File: src/rtl/hazard_pkg.sv
// Shared types for the pipeline hazard / stall controller.
package hazard_pkg;

   localparam int REG_IDX_W = 5;

   typedef enum logic [1:0] {
      RUN        = 2'd0,
      LOAD_STALL = 2'd1,
      MEM_WAIT   = 2'd2
   } hz_state_t;

endpackage

File: src/rtl/hazard_perf_counter.sv
// Free-running 32-bit event counters for load-use stalls, redirect flushes and memory-wait cycles.
module hazard_perf_counter (
   input  logic        clk,
   input  logic        rst,
   input  logic        stall_inc_i,
   input  logic        flush_inc_i,
   input  logic        wait_inc_i,
   output logic [31:0] stall_cnt_o,
   output logic [31:0] flush_cnt_o,
   output logic [31:0] memwait_cnt_o
);

   logic [31:0] stall_q, stall_d;
   logic [31:0] flush_q, flush_d;
   logic [31:0] wait_q,  wait_d;

   assign stall_d = stall_q + {31'd0, stall_inc_i};
   assign flush_d = flush_q + {31'd0, flush_inc_i};
   assign wait_d  = wait_q  + {31'd0, wait_inc_i};

   always_ff @(posedge clk or posedge rst) begin
      if (rst) begin
         stall_q <= '0;
         flush_q <= '0;
         wait_q  <= '0;
      end else begin
         stall_q <= stall_d;
         flush_q <= flush_d;
         wait_q  <= wait_d;
      end
   end

   assign stall_cnt_o   = stall_q;
   assign flush_cnt_o   = flush_q;
   assign memwait_cnt_o = wait_q;

endmodule

File: src/rtl/hazard_stall_controller.sv
// Pipeline sequencing: memory-wait freeze, taken-redirect squash and single-bubble load-use stall.
// Define HAZARD_PERF_CNT_EN to add the stall_cnt / flush_cnt / memwait_cnt counter outputs.
module hazard_stall_controller
   import hazard_pkg::*;
#(
   parameter int MEM_TIMEOUT = 255
) (
   input  logic                 clk,
   input  logic                 rst,
   input  logic [REG_IDX_W-1:0] id_rs1,
   input  logic [REG_IDX_W-1:0] id_rs2,
   input  logic                 id_use_rs1,
   input  logic                 id_use_rs2,
   input  logic [REG_IDX_W-1:0] ex_rd,
   input  logic                 ex_MemRead,
   input  logic                 ex_redirect,
   input  logic                 mem_req,
   input  logic                 mem_ready,
   output logic                 pc_write,
   output logic                 ifid_write,
   output logic                 ifid_flush,
   output logic                 idex_write,
   output logic                 idex_flush,
   output logic                 exmem_write,
   output logic                 mem_err,
`ifdef HAZARD_PERF_CNT_EN
   output logic [31:0]          stall_cnt,
   output logic [31:0]          flush_cnt,
   output logic [31:0]          memwait_cnt,
`endif
   output hz_state_t            dbg_state
);

   localparam int WD_W = $clog2(MEM_TIMEOUT + 1);

   hz_state_t       state_q, state_d;
   logic [WD_W-1:0] wd_q, wd_d;
   logic            mem_err_q, mem_err_d;

   logic lu, mw, timeout, mw_eff, redirect_flush, lu_stall;

   assign lu = ex_MemRead && (ex_rd != '0) &&
               ((id_use_rs1 && (id_rs1 == ex_rd)) || (id_use_rs2 && (id_rs2 == ex_rd)));
   assign mw = mem_req && !mem_ready;

   // On watchdog expiry the stuck access is treated as complete, so the pipeline unfreezes that cycle.
   assign timeout        = (state_q == MEM_WAIT) && mw && (wd_q == WD_W'(MEM_TIMEOUT - 1));
   assign mw_eff         = mw && !timeout;
   assign redirect_flush = !mw_eff && ex_redirect;
   assign lu_stall       = !mw_eff && !ex_redirect && lu && (state_q != LOAD_STALL);

   always_comb begin
      pc_write    = 1'b1;
      ifid_write  = 1'b1;
      ifid_flush  = 1'b0;
      idex_write  = 1'b1;
      idex_flush  = 1'b0;
      exmem_write = 1'b1;
      if (rst) begin
         pc_write    = 1'b0;
         ifid_write  = 1'b0;
         ifid_flush  = 1'b1;
         idex_write  = 1'b0;
         idex_flush  = 1'b1;
         exmem_write = 1'b0;
      end else if (mw_eff) begin
         pc_write    = 1'b0;
         ifid_write  = 1'b0;
         idex_write  = 1'b0;
         exmem_write = 1'b0;
      end else if (redirect_flush) begin
         ifid_flush = 1'b1;
         idex_flush = 1'b1;
      end else if (lu_stall) begin
         pc_write   = 1'b0;
         ifid_write = 1'b0;
         idex_flush = 1'b1;
      end
   end

   always_comb begin
      state_d   = state_q;
      wd_d      = wd_q;
      mem_err_d = mem_err_q || timeout;
      case (state_q)
         RUN: begin
            if (mw) begin
               state_d = MEM_WAIT;
               wd_d    = '0;
            end else if (lu_stall) begin
               state_d = LOAD_STALL;
            end
         end
         LOAD_STALL: begin
            if (mw) begin
               state_d = MEM_WAIT;
               wd_d    = '0;
            end else begin
               state_d = RUN;
            end
         end
         MEM_WAIT: begin
            if (mw) wd_d = wd_q + 1'b1;
            // A load-use bubble issued on the release cycle still gets its one-cycle lu mask.
            if (timeout)       state_d = RUN;
            else if (!mw_eff)  state_d = lu_stall ? LOAD_STALL : RUN;
         end
         default: state_d = RUN;
      endcase
   end

   always_ff @(posedge clk or posedge rst) begin
      if (rst) begin
         state_q   <= RUN;
         wd_q      <= '0;
         mem_err_q <= 1'b0;
      end else begin
         state_q   <= state_d;
         wd_q      <= wd_d;
         mem_err_q <= mem_err_d;
      end
   end

   assign mem_err   = mem_err_q;
   assign dbg_state = state_q;

`ifdef HAZARD_PERF_CNT_EN
   hazard_perf_counter u_perf (
      .clk           (clk),
      .rst           (rst),
      .stall_inc_i   (lu_stall),
      .flush_inc_i   (redirect_flush),
      .wait_inc_i    (mw_eff),
      .stall_cnt_o   (stall_cnt),
      .flush_cnt_o   (flush_cnt),
      .memwait_cnt_o (memwait_cnt)
   );
`endif

endmodule

File: config.mk
export PLATFORM = sky130hd
export DESIGN_NAME = hazard_stall_controller
export DESIGN_NICKNAME = d
export VERILOG_FILES = /design/src/rtl/hazard_pkg.sv /design/src/rtl/hazard_perf_counter.sv /design/src/rtl/hazard_stall_controller.sv
export SDC_FILE = /design/constraint.sdc
export NUM_CORES = 1
export LEC_CHECK = 0
export CELL_PAD_IN_SITES_DETAIL_PLACEMENT = 1
export CELL_PAD_IN_SITES_GLOBAL_PLACEMENT = 1
export CORE_UTILIZATION = 32
export DETAILED_ROUTE_END_ITERATION = 10
export GPL_TIMING_DRIVEN = 0
export HOLD_SLACK_MARGIN = 0.06
export PLACE_DENSITY = 0.86
export SYNTH_ARGS = -nofsm -noshare
export SYNTH_HDL_FRONTEND = slang
export SYNTH_SLANG_ARGS = --single-unit
File: constraint.sdc
create_clock -name clk -period 3.3 [get_ports clk]
set_clock_uncertainty 0.2 [all_clocks]
set_input_delay 0.66 -clock clk [delete_from_list [all_inputs] [get_ports clk]]
set_output_delay 0.66 -clock clk [all_outputs]
set_load 0.02 [all_outputs]
==> Flow_metrics.wiki, run 1 <==
{| class="wikitable"
! Metric !! Value
|-
| Reg2Reg Launch Point || wd_q[0]
|-
| Synth Flop Type || dfrtp_1
|-
| Worst EP arrival || 2.36 ns
|-
| Number of stages on the worst setup path || 7
|-
| End of the critical path || pc_write
|-
| Register bit count reported by yosys || 11
|-
| Adder-cell share of the synthesized area || 0.0313
|-
| Crit path required time || 2.44 ns
|-
| Dominant combinational cell family by area after synthesis || simple AND/OR/NAND/NOR gates
|-
| Switching component of the power || about 120 µW
|-
| Highest clock rate || a little over 300 MHz
|-
| Area of the die || 2700 µm²
|-
| Global Route Usage Sum || 0.215
|-
| Placeable core area || 2280 µm²
|-
| Clock sink total || 11
|-
| Launch point of the worst hold path || mem_err
|-
| RSZ-0062 raised after global routing || false
|-
| IR drop worst, VDD || 148 µV
|-
| Compound-gate portion of the synthesized area || 0.182
|-
| Power per standard cell area || roughly 300 nW/µm²
|-
| Beginning of the critical path || id_rs2[1]
|-
| Post-Place Cells || roughly 150
|-
| Critical register-to-register path endpoint || wd_q[4]
|-
| Status || complete, no violations
|-
| Async set or reset register ratio after synthesis || 1.00
|-
| Internal portion of total power || about 250 µW
|-
| Core utilization of the finished layout || 0.524
|-
| CP endpoint kind || output port
|-
| Clock buffers created by TritonCTS || 3
|-
| Clock transition at the registers of the reported paths || around 0.080 ns
|-
| Post-CTS Hold Buffers || 0
|-
| Via count of the routed design || 828
|-
| Global-route wire length before repair || 4110 µm
|-
| Max_slew headroom || 0.597
|-
| Routed length per instance || roughly 15 µm
|-
| Post-Synth Simple-Gate Area || 0.225
|-
| Largest fanout of any net on the critical path || 3
|-
| Sw Share || 0.325
|-
| Post-Syn Instances || between 90 and 100
|-
| Number of detailed-route iterations in the first pass || 4
|-
| Met1 wire length || 937 µm
|-
| Total met3 wirelength after detailed routing || 139 µm
|-
| Sequential share of power || 0.447
|-
| Post-synth cell types || 31
|-
| Number of nets at the end of the flow || 155
|-
| Max-capacitance violation count || 0
|-
| Critical path start-end classification || primary input to output port
|-
| Hold Path Depth || 1
|-
| Delay-heaviest family, CP || buffers and inverters
|-
| Leakage Power || 0.000560 µW
|-
| CTS Root Cell || clkbuf_4
|-
| Uppermost signal routing layer after detailed routing || met4
|-
| Number of setup violations in the final report || 0
|-
| Transition time of the tightest slew-check pin || 0.597 ns
|-
| Final ANT Viol Nets || 0
|-
| CP Cell Sequence || clkdlybuf4s50_1, xor2_1, nor4_2, a32oi_2, o311a_1, buf_4, buf_6
|-
| Maximum number of pins on one net before global-route repair || 13
|-
| Chip width || slightly above 50 µm
|-
| Time the final worst path needs with I/O delays and setup || 3.22 ns
|-
| Multiplexer area fraction after synthesis || 0.0501
|-
| Synthesized-area fraction occupied by xor and xnor cells || 0.110
|-
| CTS tree || done
|-
| Number of enable-type register cells in the synthesized netlist || 0
|-
| Worst setup slack before clock tree synthesis || -0.437 ns
|-
| Synthesized area per cell || 8.60 µm²
|-
| Post-synth design cell area || 800 µm²
|-
| Via-per-instance ratio || 5.27
|-
| Antenna diodes || 0
|-
| Non-Filler Instances || between 150 and 200
|-
| Global placer's final weighted congestion || 0.741
|-
| Count of warnings emitted by yosys || 0
|-
| Worst hold slack across all endpoints || between 0.2 and 0.3 ns
|-
| Bufs and invs on worst path || 3
|-
| Detail Route met2 WL || 1220 µm
|-
| Peak per-stage delay on the critical path || 0.41 ns
|-
| Estimated wirelength of the detail-placed design || about 1800 µm
|-
| H-Tree Level Count || 1
|-
| Setup ws final || around 0.082 ns
|-
| Combinational power share || 0.281
|-
| Via count of the first global-routing pass || 911
|-
| Residual DRC count || 0
|-
| Cell area after layout || 1190 µm²
|-
| Type of element launching the critical path || primary input
|-
| Final hold vios || 0
|-
| Register-to-Register Setup Slack || 1.76 ns
|-
| Vertical die dimension || roughly 52 µm
|-
| Placed Instance Area || 1140 µm²
|-
| Number of input and output port buffers inserted || 31
|-
| Slowest cell on crit path || clkdlybuf4s50_1
|-
| Initial antenna violation count || 0
|-
| Number of placement rows || 17
|-
| Maximum root-to-sink buffer count || 2
|-
| Latest clock arrival within the worst-skew pair || between 0.2 and 0.3 ns
|-
| Portion of the post-synthesis area used by sequential elements || 0.344
|-
| Share of power burned in the clock network || 0.271
|-
| Worst Hold Class || register to register
|-
| Pins Over Slew Limit || 0
|-
| Area Overhead vs Synth || 49.3%
|-
| Count of boundary I/O pins || 32
|-
| GRT Residual Overflow || 0
|-
| Overall routed net length || 2360 µm
|-
| Worst reg-to-reg path cell count || 5
|-
| Initial Utilization || 0.351
|-
| Synthesized net count || 118
|-
| Crit share post-route || 0.975
|-
| DRC violation total after the first TritonRoute iteration || 6
|-
| Layout cells sized above 1 || 0.124
|}
-- power by group through the flow --
stage	Sequential [µW]	Combinational, µW	Clock, µW
after floorplan	164	52.2	0
after global placement	166	99.9	0
after detailed placement	168	104	0
after CTS	165	105	100
after global routing	168	115	110
final	165	104	99.8
-- kinds of logic (layout without fill, tap and decap cells) --
kind of cell / after synthesis / in the layout
AO/OA/AOI/OAI: 22 / 22
XOR/XNOR: 10 / 10
adder cells (fa/ha/maj): 2 / 2
buffers and inverters: 10 / 46
flip-flops: 11 / 11
multiplexers: 4 / 4
AND/OR/NAND/NOR: 34 / 34
-- metal layers --
| metal | GRT usage | vias to the layer above |
|---|---|---|
| met3 | 0.0614 | 5 |
| met5 | 0 | - |
| met2 | 0.376 | 29 |
| met1 | 0.226 | 388 |
| li1 | - | 406 |
| met4 | 0.122 | 0 |
-- sequential cells by signal, summed over array words and instances (netlist names) --
signal     count
wd_q           8
mem_err        1
dbg_state      2
-- metrics by stage --
step	power [µW]	TNS [ns]
5_1_grt	394	0
2_1_floorplan	216	0
4_1_cts	370	-0.0514
6_report	368	0
3_3_place_gp	266	-1.16
3_5_place_dp	272	-1.36
-- cell usage in the layout, fill, tap and decap left out, types with 3 or more instances in the layout --
cell type / count
a21oi_1: 3
buf_4: 3
clkbuf_4: 3
clkdlybuf4s50_1: 20
dfrtp_1: 11
dlygate4sd2_1: 4
dlymetal6s2s_1: 4
inv_1: 5
mux2i_1: 4
nand2_1: 9
nand3_1: 4
nand4_1: 3
nor2_1: 7
nor2b_1: 3
o21ai_0: 10
xor2_1: 8
-- cells in the mapped netlist, types with 2 or more instances --
library cell | n | share of area
o31ai_1 | 2 | 0.019
mux2i_1 | 4 | 0.050
a21oi_1 | 3 | 0.019
ha_1 | 2 | 0.031
nor4_1 | 2 | 0.016
buf_4 | 2 | 0.019
nor2b_1 | 3 | 0.023
dfrtp_1 | 11 | 0.34
clkbuf_1 | 2 | 0.0094
inv_1 | 5 | 0.023
nand4_1 | 3 | 0.023
nand3_1 | 4 | 0.025
o21ai_0 | 10 | 0.063
xor2_1 | 8 | 0.088
xnor2_1 | 2 | 0.022
nand2_1 | 9 | 0.042
nor2_1 | 7 | 0.033
-- layout make-up --
type                            count  area [µm²]
Clock buffer                        4        26.3
Fill cell                         265        1080
Tap cell                           28        35.0
Inverter                            5        18.8
Timing Repair Buffer               32         314
Buffer                              5        28.8
Sequential cell                    11         275
Multi-Input combinational cell     72         495
-- what timing repair did --
action,4_1_cts,5_1_grt
gates resized for setup,16,10
pin swaps,3,4
setup endpoints to repair,4,3
buffers inserted,0,1
endpoints found under the hold margin,0,0
-- worst min-delay path by stage --
| stage | end | slack (ns) |
|---|---|---|
| after floorplan | wd_q[6] | 0.27 |
| after CTS | mem_err | 0.27 |
| after global routing | mem_err | 0.32 |
| after global placement | mem_err | 0.26 |
| final | mem_err | 0.27 |
| after detailed placement | mem_err | 0.26 |
Note: power is estimated with default switching activity, not from simulation.
==> run 2: changes to the inputs <==
==> constraint.sdc (replaced) <==
create_clock -name clk -period 3.3 [get_ports clk]
set_clock_uncertainty 0.2 [all_clocks]
set_input_delay 0.33 -clock clk [delete_from_list [all_inputs] [get_ports clk]]
set_output_delay 0.33 -clock clk [all_outputs]
set_load 0.02 [all_outputs]
==> run 2 against run 1 <==
Against the previous run: non-clock buffer count down 1; global-route usage down 1.5 points; critical path depth unchanged; final area down 1.9%; sequential power about the same; total power down 0.37%; worst setup slack better by 0.16 ns; sequential share of layout area up 0.44 points; critical endpoint unchanged.
==> Flow_metrics.wiki, run 2 (same netlist as run 1, synthesis figures left out) <==
{| class="wikitable"
! Metric !! Value
|-
| Crit share post-route || 0.926
|-
| Critical path start-end classification || primary input to output port
|-
| Clock sink total || 11
|-
| Slowest cell on crit path || clkdlybuf4s50_1
|-
| Maximum root-to-sink buffer count || 2
|-
| Overall routed net length || 2210 µm
|-
| Estimated wirelength of the detail-placed design || approximately 1800 µm
|-
| Overall Power || 367 µW
|-
| Worst Hold Class || primary input to asynchronous set/reset pin
|-
| Global Route Usage Sum || 0.200
|-
| Max-capacitance violation count || 0
|-
| Pins Over Slew Limit || 0
|-
| Count of boundary I/O pins || 32
|-
| Non-Filler Instances || 156
|-
| Most frequent cells in the layout || clkdlybuf4s50_1, dfrtp_1, o21ai_0
|-
| Clock buffers created by TritonCTS || 3
|-
| Initial Utilization || 0.351
|-
| Met1 wire length || 895 µm
|-
| RSZ-0062 raised after global routing || false
|-
| Status || complete, no violations
|-
| Clock transition at the registers of the reported paths || roughly 0.08 ns
|-
| Worst setup slack before clock tree synthesis || between 0.2 and 0.25 ns
|-
| Vertical die dimension || 52.0 µm
|-
| Via count of the routed design || around 800
|-
| Largest fanout of any net on the critical path || 3
|-
| Number of setup violations in the final report || 0
|-
| H-Tree Level Count || 1
|-
| Via-per-instance ratio || between 5 and 6
|-
| Antenna diodes || 0
|-
| Via count of the first global-routing pass || 886
|-
| CTS Root Cell || clkbuf_4
|-
| Initial antenna violation count || 0
|-
| DRC violation total after the first TritonRoute iteration || 9
|-
| Total met3 wirelength after detailed routing || 134 µm
|-
| CTS tree || done
|-
| Setup Buffers After CTS || 0
|-
| Register-to-Register Setup Slack || 1.75 ns
|-
| Crit path required time || about 2.8 ns
|-
| Most frequent cell on the critical path || clkdlybuf4s50_1
|-
| CP Cell Sequence || clkdlybuf4s50_1, xor2_1, nor4_2, a32oi_1, o311a_1, buf_4, clkdlybuf4s50_1
|-
| Bufs and invs on worst path || 3
|-
| Max_slew headroom || 0.651
|-
| Post-cts repair resize count || 0
|-
| Post-Place Cells || 152
|-
| Number of detailed-route iterations in the first pass || 4
|-
| Number of nets at the end of the flow || between 150 and 200
|-
| Uppermost signal routing layer after detailed routing || met4
|-
| Worst EP arrival || 2.53 ns
|-
| Number of input and output port buffers inserted || 31
|-
| Power per standard cell area || 313 nW/µm²
|-
| Top reg by flops || wd_q
|-
| Time the final worst path needs with I/O delays and setup || 3.06 ns
|-
| Worst hold slack across all endpoints || 0.228 ns
|-
| Chip width || 52.0 µm
|-
| Post-CTS Hold Buffers || 0
|-
| Number of placement rows || 17
|-
| Most common library cell in the layout ignoring fill and taps || clkdlybuf4s50_1
|-
| Global-route wire length before repair || roughly 3800 µm
|-
| Leakage Power || 0.000504 µW
|-
| Transition time of the tightest slew-check pin || slightly above 0.5 ns
|-
| Residual DRC count || 0
|-
| Max FFs per register || 8
|-
| Delay-heaviest family, CP || buffers and inverters
|-
| Routed length per instance || 14.2 µm
|-
| Area Overhead vs Synth || 46.5%
|-
| Layout cells sized above 1 || 0.0625
|-
| Maximum number of pins on one net before global-route repair || 13
|-
| Final hold vios || 0
|-
| GRT Residual Overflow || 0
|-
| Peak per-stage delay on the critical path || 0.53 ns
|-
| Type of element launching the critical path || primary input
|-
| CP endpoint kind || output port
|-
| Global placer's final weighted congestion || 0.741
|-
| Placeable core area || 2280 µm²
|-
| Latest clock arrival within the worst-skew pair || 0.28 ns
|-
| Detail Route met2 WL || 1130 µm
|-
| Highest clock rate || 327 MHz
|-
| Total negative slack || 0 ns
|-
| Setup ws final || between 0.2 and 0.25 ns
|-
| Area of the die || 2700 µm²
|-
| IR drop worst, VDD || ~150 µV
|-
| Final ANT Viol Nets || 0
|}
## run 2: report_power, final
part	internal, µW	switching, µW	leakage, µW
combinational	56.1	47.1	0.000339
sequential	148	16.9	0.000150
clock	47.0	51.7	0.0000150
total	251	116	0.000504
## run 2: routing by layer
layer  vias up  global-route usage
met4         0               0.122
met3         4              0.0614
met1       385               0.208
met5         -                   0
met2        28               0.346
li1        403                   -
## run 2: worst paths after layout
check	cells after the start	start	end
worst max register to register	5	wd_q[0]	wd_q[4]
worst max-delay path	7	ex_rd[2]	pc_write
min in group clk	1	mem_err	mem_err
max in group asynchronous	2	rst	wd_q[6]
worst min register to register	1	mem_err	mem_err
worst min-delay path	2	rst	mem_err
## run 2: layout make-up
cell class,instances,area [µm²]
Clock buffer,4,26.3
Multi-Input combinational cell,72,478
Tap cell,28,35.0
Buffer,5,27.5
Timing Repair Buffer,31,310
Fill cell,277,1100
Sequential cell,11,275
Inverter,5,18.8
## run 2: metrics by stage
stage	utilization	instance area [µm²]
2_1_floorplan	-	800
3_3_place_gp	0.503	1140
3_5_place_dp	0.503	1140
4_1_cts	0.515	1170
5_1_grt	0.515	1170
6_report	0.515	1170
